===== config.mk =====
export PLATFORM = sky130hd
export DESIGN_NAME = cannon_bullet
export DESIGN_NICKNAME = d
export VERILOG_FILES = /design/src/rtl/cannon_bullet_pkg.sv /design/src/rtl/cannon_bullet_tick_timer.sv /design/src/rtl/cannon_bullet.sv
export SDC_FILE = /design/constraint.sdc
export NUM_CORES = 1
export LEC_CHECK = 0
export BUFFER_PORTS_ARGS = -buffer_cell sky130_fd_sc_hd__buf_4
export CAP_MARGIN = 20
export CORE_MARGIN = 4
export CORE_UTILIZATION = 54
export DETAILED_ROUTE_END_ITERATION = 7
export PLACE_DENSITY = 0.76
export RECOVER_POWER = 25
export SYNTH_ARGS = -nofsm -noshare
export SYNTH_HDL_FRONTEND = slang
export SYNTH_SLANG_ARGS = --single-unit

===== constraint.sdc =====
create_clock -name clk_36MHz -period 2.3 [get_ports clk_36MHz]
set_input_delay 0.115 -clock clk_36MHz [delete_from_list [all_inputs] [get_ports clk_36MHz]]
set_output_delay 0.115 -clock clk_36MHz [all_outputs]
set_load 0.01 [all_outputs]

===== src/rtl/cannon_bullet_pkg.sv =====
// Shared playfield constants and FSM state type for the cannon/bullet block.
package cannon_bullet_pkg;

  localparam int unsigned COLS = 20;
  localparam int unsigned ROWS = 16;

  localparam logic [3:0] PARK_ROW    = 4'd15;
  localparam logic [3:0] LAUNCH_ROW  = 4'd14;
  localparam logic [4:0] CANNON_HOME = 5'd9;
  localparam logic [4:0] COL_MAX     = 5'(COLS - 1);

  typedef enum logic [1:0] {
    IDLE   = 2'd0,
    READY  = 2'd1,
    FLIGHT = 2'd2
  } state_e;

endpackage


===== src/rtl/cannon_bullet_tick_timer.sv =====
// Free-running prescaler: emits a one-cycle tick every CYCLES enabled cycles,
// then wraps to zero. A synchronous clear restarts the period.
module tick_timer #(
  parameter int unsigned CYCLES = 1800000
) (
  input  logic clk_36MHz,
  input  logic reset,
  input  logic clr,
  input  logic en,
  output logic tick
);

  localparam int unsigned W = (CYCLES > 1) ? $clog2(CYCLES) : 1;
  localparam logic [W-1:0] TERM = W'(CYCLES - 1);

  logic [W-1:0] count_q, count_d;

  assign tick = en && (count_q == TERM);

  always_comb begin
    count_d = count_q;
    if (clr) begin
      count_d = '0;
    end else if (en) begin
      count_d = tick ? '0 : count_q + 1'b1;
    end
  end

  always_ff @(posedge clk_36MHz or negedge reset) begin
    if (!reset) begin
      count_q <= '0;
    end else begin
      count_q <= count_d;
    end
  end

endmodule


===== src/rtl/cannon_bullet.sv =====
// Player cannon and single bullet: launches on a fire edge, climbs one row per
// step tick, parks on hit or on leaving the top row; counts hits into score.
module cannon_bullet
  import cannon_bullet_pkg::*;
#(
  parameter int unsigned STEP_CYCLES = 1800000,
  parameter int unsigned MOVE_CYCLES = 3600000
) (
  input  logic       clk_36MHz,
  input  logic       reset,
  input  logic       start,
  input  logic       fire,
  input  logic       left,
  input  logic       right,
  input  logic       hit,
  output logic [4:0] bullet_x,
  output logic [3:0] bullet_y,
  output logic       bullet_active,
  output logic [4:0] cannon_x,
  output logic [7:0] score
);

  state_e     state_q, state_d;
  logic [4:0] cannon_q, cannon_d;
  logic [4:0] bx_q, bx_d;
  logic [3:0] by_q, by_d;
  logic       active_q, active_d;
  logic [7:0] score_q, score_d;
  logic       fire_prev_q, fire_prev_d;

  logic step_tick, move_tick;
  logic step_clr, move_clr;
  logic run_en;
  logic fire_edge;

  assign run_en    = (state_q != IDLE);
  assign fire_edge = fire && !fire_prev_q;

  tick_timer #(.CYCLES(STEP_CYCLES)) u_step_timer (
    .clk_36MHz (clk_36MHz),
    .reset     (reset),
    .clr       (step_clr),
    .en        (run_en),
    .tick      (step_tick)
  );

  tick_timer #(.CYCLES(MOVE_CYCLES)) u_move_timer (
    .clk_36MHz (clk_36MHz),
    .reset     (reset),
    .clr       (move_clr),
    .en        (run_en),
    .tick      (move_tick)
  );

  always_comb begin
    state_d     = state_q;
    cannon_d    = cannon_q;
    bx_d        = bx_q;
    by_d        = by_q;
    active_d    = active_q;
    score_d     = score_q;
    fire_prev_d = fire;
    step_clr    = 1'b0;
    move_clr    = 1'b0;

    if (start) begin
      state_d  = READY;
      cannon_d = CANNON_HOME;
      bx_d     = 5'd0;
      by_d     = PARK_ROW;
      active_d = 1'b0;
      score_d  = 8'd0;
      step_clr = 1'b1;
      move_clr = 1'b1;
    end else begin
      // Cannon movement is independent of the bullet; launch uses the pre-move column.
      if (run_en && move_tick) begin
        if (left && !right && cannon_q != 5'd0) begin
          cannon_d = cannon_q - 5'd1;
        end else if (right && !left && cannon_q != COL_MAX) begin
          cannon_d = cannon_q + 5'd1;
        end
      end

      case (state_q)
        READY: begin
          if (fire_edge) begin
            state_d  = FLIGHT;
            bx_d     = cannon_q;
            by_d     = LAUNCH_ROW;
            active_d = 1'b1;
            step_clr = 1'b1;
          end
        end
        FLIGHT: begin
          if (hit) begin
            state_d  = READY;
            bx_d     = 5'd0;
            by_d     = PARK_ROW;
            active_d = 1'b0;
            if (score_q != 8'hFF) begin
              score_d = score_q + 8'd1;
            end
          end else if (step_tick) begin
            if (by_q == 4'd0) begin
              state_d  = READY;
              bx_d     = 5'd0;
              by_d     = PARK_ROW;
              active_d = 1'b0;
            end else begin
              by_d = by_q - 4'd1;
            end
          end
        end
        default: ;
      endcase
    end
  end

  always_ff @(posedge clk_36MHz or negedge reset) begin
    if (!reset) begin
      state_q     <= IDLE;
      cannon_q    <= CANNON_HOME;
      bx_q        <= 5'd0;
      by_q        <= PARK_ROW;
      active_q    <= 1'b0;
      score_q     <= 8'd0;
      fire_prev_q <= 1'b0;
    end else begin
      state_q     <= state_d;
      cannon_q    <= cannon_d;
      bx_q        <= bx_d;
      by_q        <= by_d;
      active_q    <= active_d;
      score_q     <= score_d;
      fire_prev_q <= fire_prev_d;
    end
  end

  assign bullet_x      = bx_q;
  assign bullet_y      = by_q;
  assign bullet_active = active_q;
  assign cannon_x      = cannon_q;
  assign score         = score_q;

endmodule


Word level (Yosys, flattened, before mapping). Index checks and enable logic that the tools add are counted.

Bits of input ports: 7. Output and inout bits: 23. Word-level logic and storage cells: 92. Flip-flop bits (word level): 69.

Equal/unequal tests: 9. Multiplexer cells: 42. Reduce and logical (&&, ||, !) cells: 26. Add/sub/neg operators: 6.

Operators by type and width (count): two-way mux 22 bit (3); two-way mux 21 bit (3); two-way mux 5 bit (9); two-way mux 8 bit (4); adder 22 x 1 -> 22 bit (second input constant) (1); == test 22 bit (second input constant) (1); adder 21 x 1 -> 21 bit (second input constant) (1); == test 21 bit (second input constant) (1); two-way mux 4 bit (5); nonzero test 2 bit (7); two-way mux 2 bit (5); one-hot mux 5 bit (2 select lines) (1); two-way mux 1 bit (9); adder 8 x 1 -> 8 bit (second input constant) (1); logical AND 1 bit (8); inequality test 8 bit (second input constant) (1); one-hot mux 4 bit (2 select lines) (1); AND reduction 3 bit (2); nonzero test 3 bit (2); adder 5 x 1 -> 5 bit (second input constant) (1); inequality test 5 bit (second input constant) (1); nonzero test 5 bit (1); subtractor 5 x 1 -> 5 bit (second input constant) (1); zero test 4 bit (1); 11 further kinds (13).

Logic depth before layout (Yosys ltp). Gate-level depths: netlist of run 1.

Depth in word-level cells: 7. Gate-level depth with buffers: 9. Mapped depth without buffers: 9.

Hierarchy. A second synthesis of run 1 with hierarchy kept.

Cell total of the unflattened synthesis: 412. Area total of the unflattened synthesis: 3892.5 µm².

By module, submodules not included: cannon_bullet (cells each 141, area an instance 1411.4 µm², times used 1, sequential area each 633.1 µm²); tick_timer (u_move_timer) (cells each 138, area an instance 1272.5 µm², times used 1, sequential area each 550.5 µm²); tick_timer (u_step_timer) (cells each 133, area an instance 1208.7 µm², times used 1, sequential area each 525.5 µm²).

Worst setup path after synthesis of run 1. Ideal clock, no wire load.

Path type: flip-flop to flip-flop. From: reg cannon_q[0], in the netlist cannon_x[0]. To: reg cannon_q[4], in the netlist cannon_x[4]. Arrival time: 2103 ps. Setup slack: 70 ps. Data required time: 2172 ps. Buffers on the path: 0. Cell stages (with the launch flop): 9. Setup time: 128 ps. Clock period less this slack: 2230 ps. Cell sequence: dfstp_2 > nor3_1 > a21o_1 > fa_1 > nor2b_1 > o21ai_0 > and3_1 > nor3_1 > mux2_1.

Word-level cells in the longest chain between the ends: 5. Elaborated cells on any way between the ends: 12. Those cells by class: add/sub (2); eq/ne (1); mux (4); reduce/logical (5).

RTL lines: from (decl) (RTL line cannon_bullet.sv:24) `logic [4:0] cannon_q, cannon_d;`; from (signal assigned) (RTL line cannon_bullet.sv:131) `cannon_q <= cannon_d;`; adder 5 x 1 -> 5 bit / nonzero test 5 bit (equally long branches) (RTL line cannon_bullet.sv:81, cannon_bullet.sv:78); two-way mux 5 bit / logical AND 1 bit (equally long branches) (RTL line cannon_bullet.sv:80, cannon_bullet.sv:78); two-way mux 5 bit (RTL line cannon_bullet.sv:78) `if (left && !right && cannon_q != 5'd0) begin`; two-way mux 5 bit (RTL line cannon_bullet.sv:77) `if (run_en && move_tick) begin`; two-way mux 5 bit (RTL line cannon_bullet.sv:66) `if (start) begin`.

Parallel ways exist; a longest one is shown, timed or not. The select of a mux whose other input is x is not followed. A chain may end at the register's enable or synchronous reset.

Worst setup path after layout of run 1. Ends and elaborated chain as after synthesis.

==> impl_metrics.py, run 1 <==
metrics = {
    "cts": {
        "root_buffer": "clkbuf_8",
        "clockBufferDepth": 2,
        "path_clk_slew_ns": 0.07,
        "clock-sinks": 68,
        "cts_tree": "yes",
        "clkLatencyLatePin_ns": 0.34,
        "cts_htree_levels": 3,
        "cts_made_buffers": 9,
    },
    "place": {
        "pre_cts_slack_ns": -0.0276,
        "gp_congestion": 0.779,
        "dp.cells": 495,
        "hpwl_um": 5330,
        "io_buffers": 29,
    },
    "synth": {
        "synthArstFlopShare_pct": 100,
        "syn_inst": 384,
        "synth_ff_type": "dfrtp_1",
        "synthesis.area_per_instance_um2": 9.59,
        "ys_types": 51,
        "netlist.area_leader.share_pct": 42.1,
        "synth_edf_count": 0,
        "synth_nets": 400,
        "ys_ff_latch": 68,
        "synth.area.top_cells": "dfrtp_1 (42%), xor2_1 (7.1%), nor2_1 (6.0%), dfstp_2 (4.3%), nand3_1 (3.3%)",
        "synth_area_mm2": 0.00368,
        "synth_warnings": 0,
        "ys_seq_area_share_pct": 46.4,
        "yosys.area.top_type": "dfrtp_1",
    },
    "timing": {
        "fin_crit_ns": 2.26,
        "finalSetupViolations": 0,
        "relSlewSlack_pct": -11.0,
        "tightest_slew_ns": 1.67,
        "worst_slack_ns": 0.0400,
        "drv_slew": 69,
        "fin_hold_ws_ns": 0.147,
        "fmax_mhz": 442,
        "min_period_over_period_pct": 98.3,
        "finClkSkew_ns": 0.00902,
        "finalHoldViolations": 0,
        "setup_tns_ns": 0,
    },
    "layout": {
        "fin_util_pct": 66.0,
        "syn2layout_area_growth_pct": 16.4,
        "mostFrequentLayoutCells": "dfrtp_1 (62), nor2_1 (59), buf_4 (32)",
        "area.sequential_mm2": 0.00171,
        "final_common_cell": "dfrtp_1",
        "nets": 451,
        "antenna_cells": 0,
        "multiInputGateArea_mm2": 0.00190,
        "fill_cells": 512,
        "layout-drive-gt1-share_pct": 15.9,
        "instances_no_fill": 517,
    },
    "worst_hold_path": {
        "whs_path_depth": 2,
        "worstHoldEndpoint": "score[5]$_DFFE_PN0P_",
        "hold_class": "primary input to flip-flop",
        "min_from": "start",
    },
    "route": {
        "vias_per_cell": 5.83,
        "drc_errors": 0,
        "highest_layer": "met4",
        "met2WireLength_um": 4050,
        "wl_met1_um": 3530,
        "routedWlPerCell_um": 15.6,
        "postRouteAntennaNets": 0,
        "vias": 3013,
        "wl_met3_um": 310,
        "first_pass_iters": 7,
        "initialDrtViolationCount": 162,
        "wl_um": 8060,
    },
    "grt": {
        "grt_usage_pct": 20.3,
        "grt_max_degree": 69,
        "grt_pass1_vias": 2911,
        "overflow": 0,
        "antenna_found_initial": 0,
        "grt_pass1_wl_um": 13600,
    },
    "critical_path": {
        "r2r_cells": 8,
        "crit_arrival_ns": 2.48,
        "critPathKind": "flip-flop to flip-flop",
        "reg2reg_to": "cannon_x[4]$_DFFE_PN0P_",
        "ff2ff_setup_slack_ns": 0.04,
        "cp-end-kind": "flip-flop",
        "r2r-start": "cannon_x[0]$_DFFE_PN1P_",
        "critical_path_required_ns": 2.52,
        "cp-start-kind": "flip-flop",
        "crit_fanout": 5,
    },
    "power": {
        "ir_drop_mv": 0.369,
        "p_per_area_mw_per_mm2": 693,
        "power.leakage_nw": 1.91,
    },
    "floorplanning": {
        "num_rows": 29,
        "core_mm2": 0.00649,
        "io_pins": 30,
        "die_x_um": 90.6,
        "dieArea_mm2": 0.00820,
        "chipHeight_um": 90.6,
        "initial_core_util_pct": 56.7,
    },
    "status": {
        "violations": "max-capacitance violations, max-slew violations",
        "status": "finished, violations left",
    },
    "run": {
        "drv_cap": 1,
    },
}
[cells in the mapped netlist (7+ instances only)]
cell type  count
xor2_1        30
nor3_1        12
dfrtp_1       62
nor4_1         7
and3_1         8
a21oi_1        9
nand2_1       29
nand4_1       17
ha_1           8
nand3_1       24
xnor2_1       13
inv_1         13
nor2_1        59
clkbuf_1       9
[through the flow]
step	power, mW	area, um2
after detailed placement	2.06	4080
after global routing	3.12	4290
after floorplan	1.81	3680
final	2.97	4290
after global placement	2.04	4080
after CTS	3.02	4300
[routing by layer]
metal / global-route usage (%) / vias to the layer above
met4: 9.44 / 0
met5: 0 / -
li1: - / 1453
met1: 25.7 / 1467
met2: 34.1 / 76
met3: 3.08 / 17
[registers in the layout, summed over array words and instances (netlist names)]
signal	count
state_q	1
score	8
u_step_timer.count_q	21
bullet_active	1
fire_prev_q	1
cannon_x	5
u_move_timer.count_q	22
bullet_y	4
bullet_x	5
[worst max-delay path by stage]
stage / from / endpoint / cells past startpoint
after floorplan: cannon_x[0]$_DFFE_PN1P_ / cannon_x[4]$_DFFE_PN0P_ / 8
after global placement: cannon_x[0]$_DFFE_PN1P_ / cannon_x[4]$_DFFE_PN0P_ / 8
after detailed placement: cannon_x[0]$_DFFE_PN1P_ / cannon_x[4]$_DFFE_PN0P_ / 8
after CTS: cannon_x[0]$_DFFE_PN1P_ / cannon_x[4]$_DFFE_PN0P_ / 8
after global routing: cannon_x[0]$_DFFE_PN1P_ / cannon_x[4]$_DFFE_PN0P_ / 8
final: cannon_x[0]$_DFFE_PN1P_ / cannon_x[4]$_DFFE_PN0P_ / 8
[area by class of cell]
cell class | count | area share [%]
clock buffer | 15 | 4.35
clock inverter | 1 | 0.117
inverter | 13 | 1.14
multi-input combinational | 292 | 44.3
sequential | 68 | 39.9
tap | 77 | 2.25
timing repair buffer | 51 | 7.97
[report_power, final]
group | internal [mW] | leakage (nW) | switching, mW
Combinational | 0.246 | 0.896 | 0.363
Sequential | 1.30 | 0.914 | 0.111
Clock | 0.510 | 0.0997 | 0.442
Total | 2.05 | 1.91 | 0.917
[critical path, stage by stage, from the launching register on]
cell and delay, ns:
dfstp_2 0.58, nor3_2 0.06, a21o_1 0.21, fa_2 0.38
nor2b_1 0.17, o21ai_1 0.10, and3_1 0.20, nor3_2 0.12
mux2_1 0.33
[what timing repair did]
action / in CTS / in global routing
setup endpoints to repair: 1 / 4
gates resized for setup: 3 / 3
setup buffers: 0 / 4
endpoints found under the hold margin: 63 / 0
hold buffers: 2 / 0
pin swaps: 0 / 3
[cells by family after synthesis]
| kind of cell | Yosys count | synth area share [%] |
|---|---|---|
| AND/OR/NAND/NOR | 189 | 26.7 |
| flip-flops | 68 | 46.4 |
| AO/OA/AOI/OAI | 44 | 8.66 |
| XOR/XNOR | 43 | 10.2 |
| buffers and inverters | 24 | 2.68 |
| adder cells (fa/ha/maj) | 9 | 3.26 |
| multiplexers | 7 | 2.04 |
(Power assumes the default switching activity.)
==> run 2: changes to the inputs <==
CORE_MARGIN = 3   (was 4)
==> impl_metrics.py, run 2 (same netlist as run 1, synthesis figures left out) <==
metrics = {
    "layout": {
        "antenna_cells": 0,
        "nets": 453,
        "fill_cells": 520,
        "syn2layout_area_growth_pct": 16.8,
        "regMostFlops": "u_move_timer.count_q",
        "largest_reg_flops": 22,
        "layout-drive-gt1-share_pct": 16.7,
        "final_common_cell": "dfrtp_1",
        "mostFrequentLayoutCells": "dfrtp_1 (62), nor2_1 (59), buf_4 (34)",
    },
    "timing": {
        "fin_hold_ws_ns": 0.148,
        "finalSetupViolations": 0,
        "finalHoldViolations": 0,
        "relSlewSlack_pct": -10.4,
        "fmax_mhz": 446,
        "finClkSkew_ns": 0.00991,
        "min_period_over_period_pct": 97.6,
        "fin_crit_ns": 2.24,
        "drv_slew": 69,
        "setup_tns_ns": 0,
        "tightest_slew_ns": 1.66,
    },
    "grt": {
        "grt_usage_pct": 21.2,
        "overflow": 0,
        "use_met2_pct": 36.0,
        "grt_pass1_vias": 2834,
        "met3_usage_pct": 5.03,
        "antenna_found_initial": 0,
        "grt_use_met1_pct": 25.8,
        "grt_pass1_wl_um": 12800,
        "grt_max_degree": 69,
        "top_usage_layer": "met2",
    },
    "floorplanning": {
        "core_mm2": 0.00649,
        "num_rows": 29,
        "die_x_um": 88.6,
        "io_pins": 30,
        "dieArea_mm2": 0.00785,
        "initial_core_util_pct": 56.7,
        "chipHeight_um": 88.6,
    },
    "power": {
        "internal-power_mw": 1.97,
        "p_clk_share_pct": 29.7,
        "power_switching_share_pct": 30.9,
        "p_comb_share_pct": 21.0,
        "p_per_area_mw_per_mm2": 663,
        "power.leakage_nw": 1.90,
        "seq_power_share_pct": 49.3,
        "ir_drop_mv": 0.594,
        "power.switching_mw": 0.880,
    },
    "critical_path": {
        "crit_fanout": 4,
        "cp-start-kind": "flip-flop",
        "max_stage_delay_ns": 0.57,
        "critPathKind": "flip-flop to flip-flop",
        "startpoint": "cannon_x[0]$_DFFE_PN1P_",
        "path_cells": "nor3_2 > a21o_1 > fa_2 > nor2b_2 > o21ai_2 > and3_4 > nor3_2 > mux2_1",
        "critical_path_buf_inv_count": 0,
        "cp_top_family": "flip-flops",
        "critical_path_required_ns": 2.53,
        "reg2reg_to": "cannon_x[4]$_DFFE_PN0P_",
        "r2r_cells": 8,
        "crit_slowest_cell": "dfstp_2",
        "ff2ff_setup_slack_ns": 0.06,
        "cp-end-kind": "flip-flop",
        "cpMostUsedCell": "nor3_2",
        "r2r-start": "cannon_x[0]$_DFFE_PN1P_",
        "crit_arrival_ns": 2.48,
    },
    "route": {
        "first_pass_iters": 4,
        "initialDrtViolationCount": 123,
        "vias": 2937,
        "postRouteAntennaNets": 0,
        "vias_per_cell": 5.66,
        "wl_um": 7590,
        "drc_errors": 0,
        "routedWlPerCell_um": 14.6,
    },
    "cts": {
        "clock-sinks": 68,
        "cts_tree": "yes",
        "path_clk_slew_ns": 0.07,
        "cts_htree_levels": 3,
        "clockBufferDepth": 2,
        "root_buffer": "clkbuf_8",
        "clkLatencyLatePin_ns": 0.35,
        "cts_made_buffers": 9,
    },
    "worst_hold_path": {
        "worstHoldEndpoint": "score[2]$_DFFE_PN0P_",
        "min_from": "start",
        "whs_path_depth": 2,
        "hold_class": "primary input to flip-flop",
    },
    "status": {
        "violations": "max-capacitance violations, max-slew violations",
        "status": "finished, violations left",
    },
    "place": {
        "io_buffers": 29,
        "hpwl_um": 5200,
        "gp_congestion": 0.848,
    },
    "run": {
        "drv_cap": 1,
    },
}
[run 2: how the worst max path moves through the flow]
stage	to	slack, ns	depth (start not counted)
finish	cannon_x[4]$_DFFE_PN0P_	0.06	8
global route	cannon_x[4]$_DFFE_PN0P_	-0.03	8
CTS	cannon_x[4]$_DFFE_PN0P_	0.02	9
detailed placement	cannon_x[4]$_DFFE_PN0P_	-0.06	8
global placement	cannon_x[4]$_DFFE_PN0P_	0.05	8
floorplan	cannon_x[4]$_DFFE_PN0P_	0.07	8
[run 2: power by group through the flow]
stage	logic, mW	registers (mW)	clock network, mW
after global placement	0.615	1.43	0
after CTS	0.633	1.40	0.873
after floorplan	0.386	1.43	0
after detailed placement	0.626	1.43	0
after global routing	0.672	1.42	0.932
final	0.600	1.40	0.846
[run 2: routing by layer]
layer / wire length [um] / part of all wire [%]
met4: 188 / 2.5
met1: 3340 / 44
met5: 0 / 0
met3: 265 / 3.5
met2: 3790 / 50
[run 2: cell type report]
cell class	instances	area (um2)	share of cell area (%)
clock buffers	14	153	3.55
clock inverters	2	12.5	0.291
inverters	13	48.8	1.14
multi-input cells	292	1920	44.7
flip-flops and latches	68	1710	39.8
well taps	77	96.3	2.24
repair buffers	53	357	8.29
[run 2: worst reg2reg max path, stage by stage (launching register included)]
cell and delay, ns:
dfstp_2 0.57, nor3_2 0.06, a21o_1 0.23, fa_2 0.39, nor2b_2 0.15, o21ai_2 0.07
and3_4 0.18, nor3_2 0.16, mux2_1 0.33
[run 2: through the flow]
| stage | worst slack (ns) | utilization [%] | power (mW) | cell area (um2) | instances |
|---|---|---|---|---|---|
| after global routing | -0.0288 | 66.2 | 3.02 | 4300 | 519 |
| after detailed placement | -0.0563 | 62.9 | 2.05 | 4090 | 496 |
| after floorplan | 0.0699 | - | 1.81 | 3680 | 384 |
| after CTS | 0.0160 | 65.9 | 2.91 | 4280 | 515 |
| final | 0.0562 | 66.2 | 2.85 | 4300 | 519 |
| after global placement | 0.0523 | 62.9 | 2.04 | 4090 | 496 |
[run 2: timing repair]
action                                  in CTS  in global routing
endpoints found under the hold margin       63                  0
endpoints found under the setup margin       1                  1
hold buffers                                 2                  0
gates resized for setup                      1                  9
pin swaps                                    1                  4
buffers inserted                             1                  4
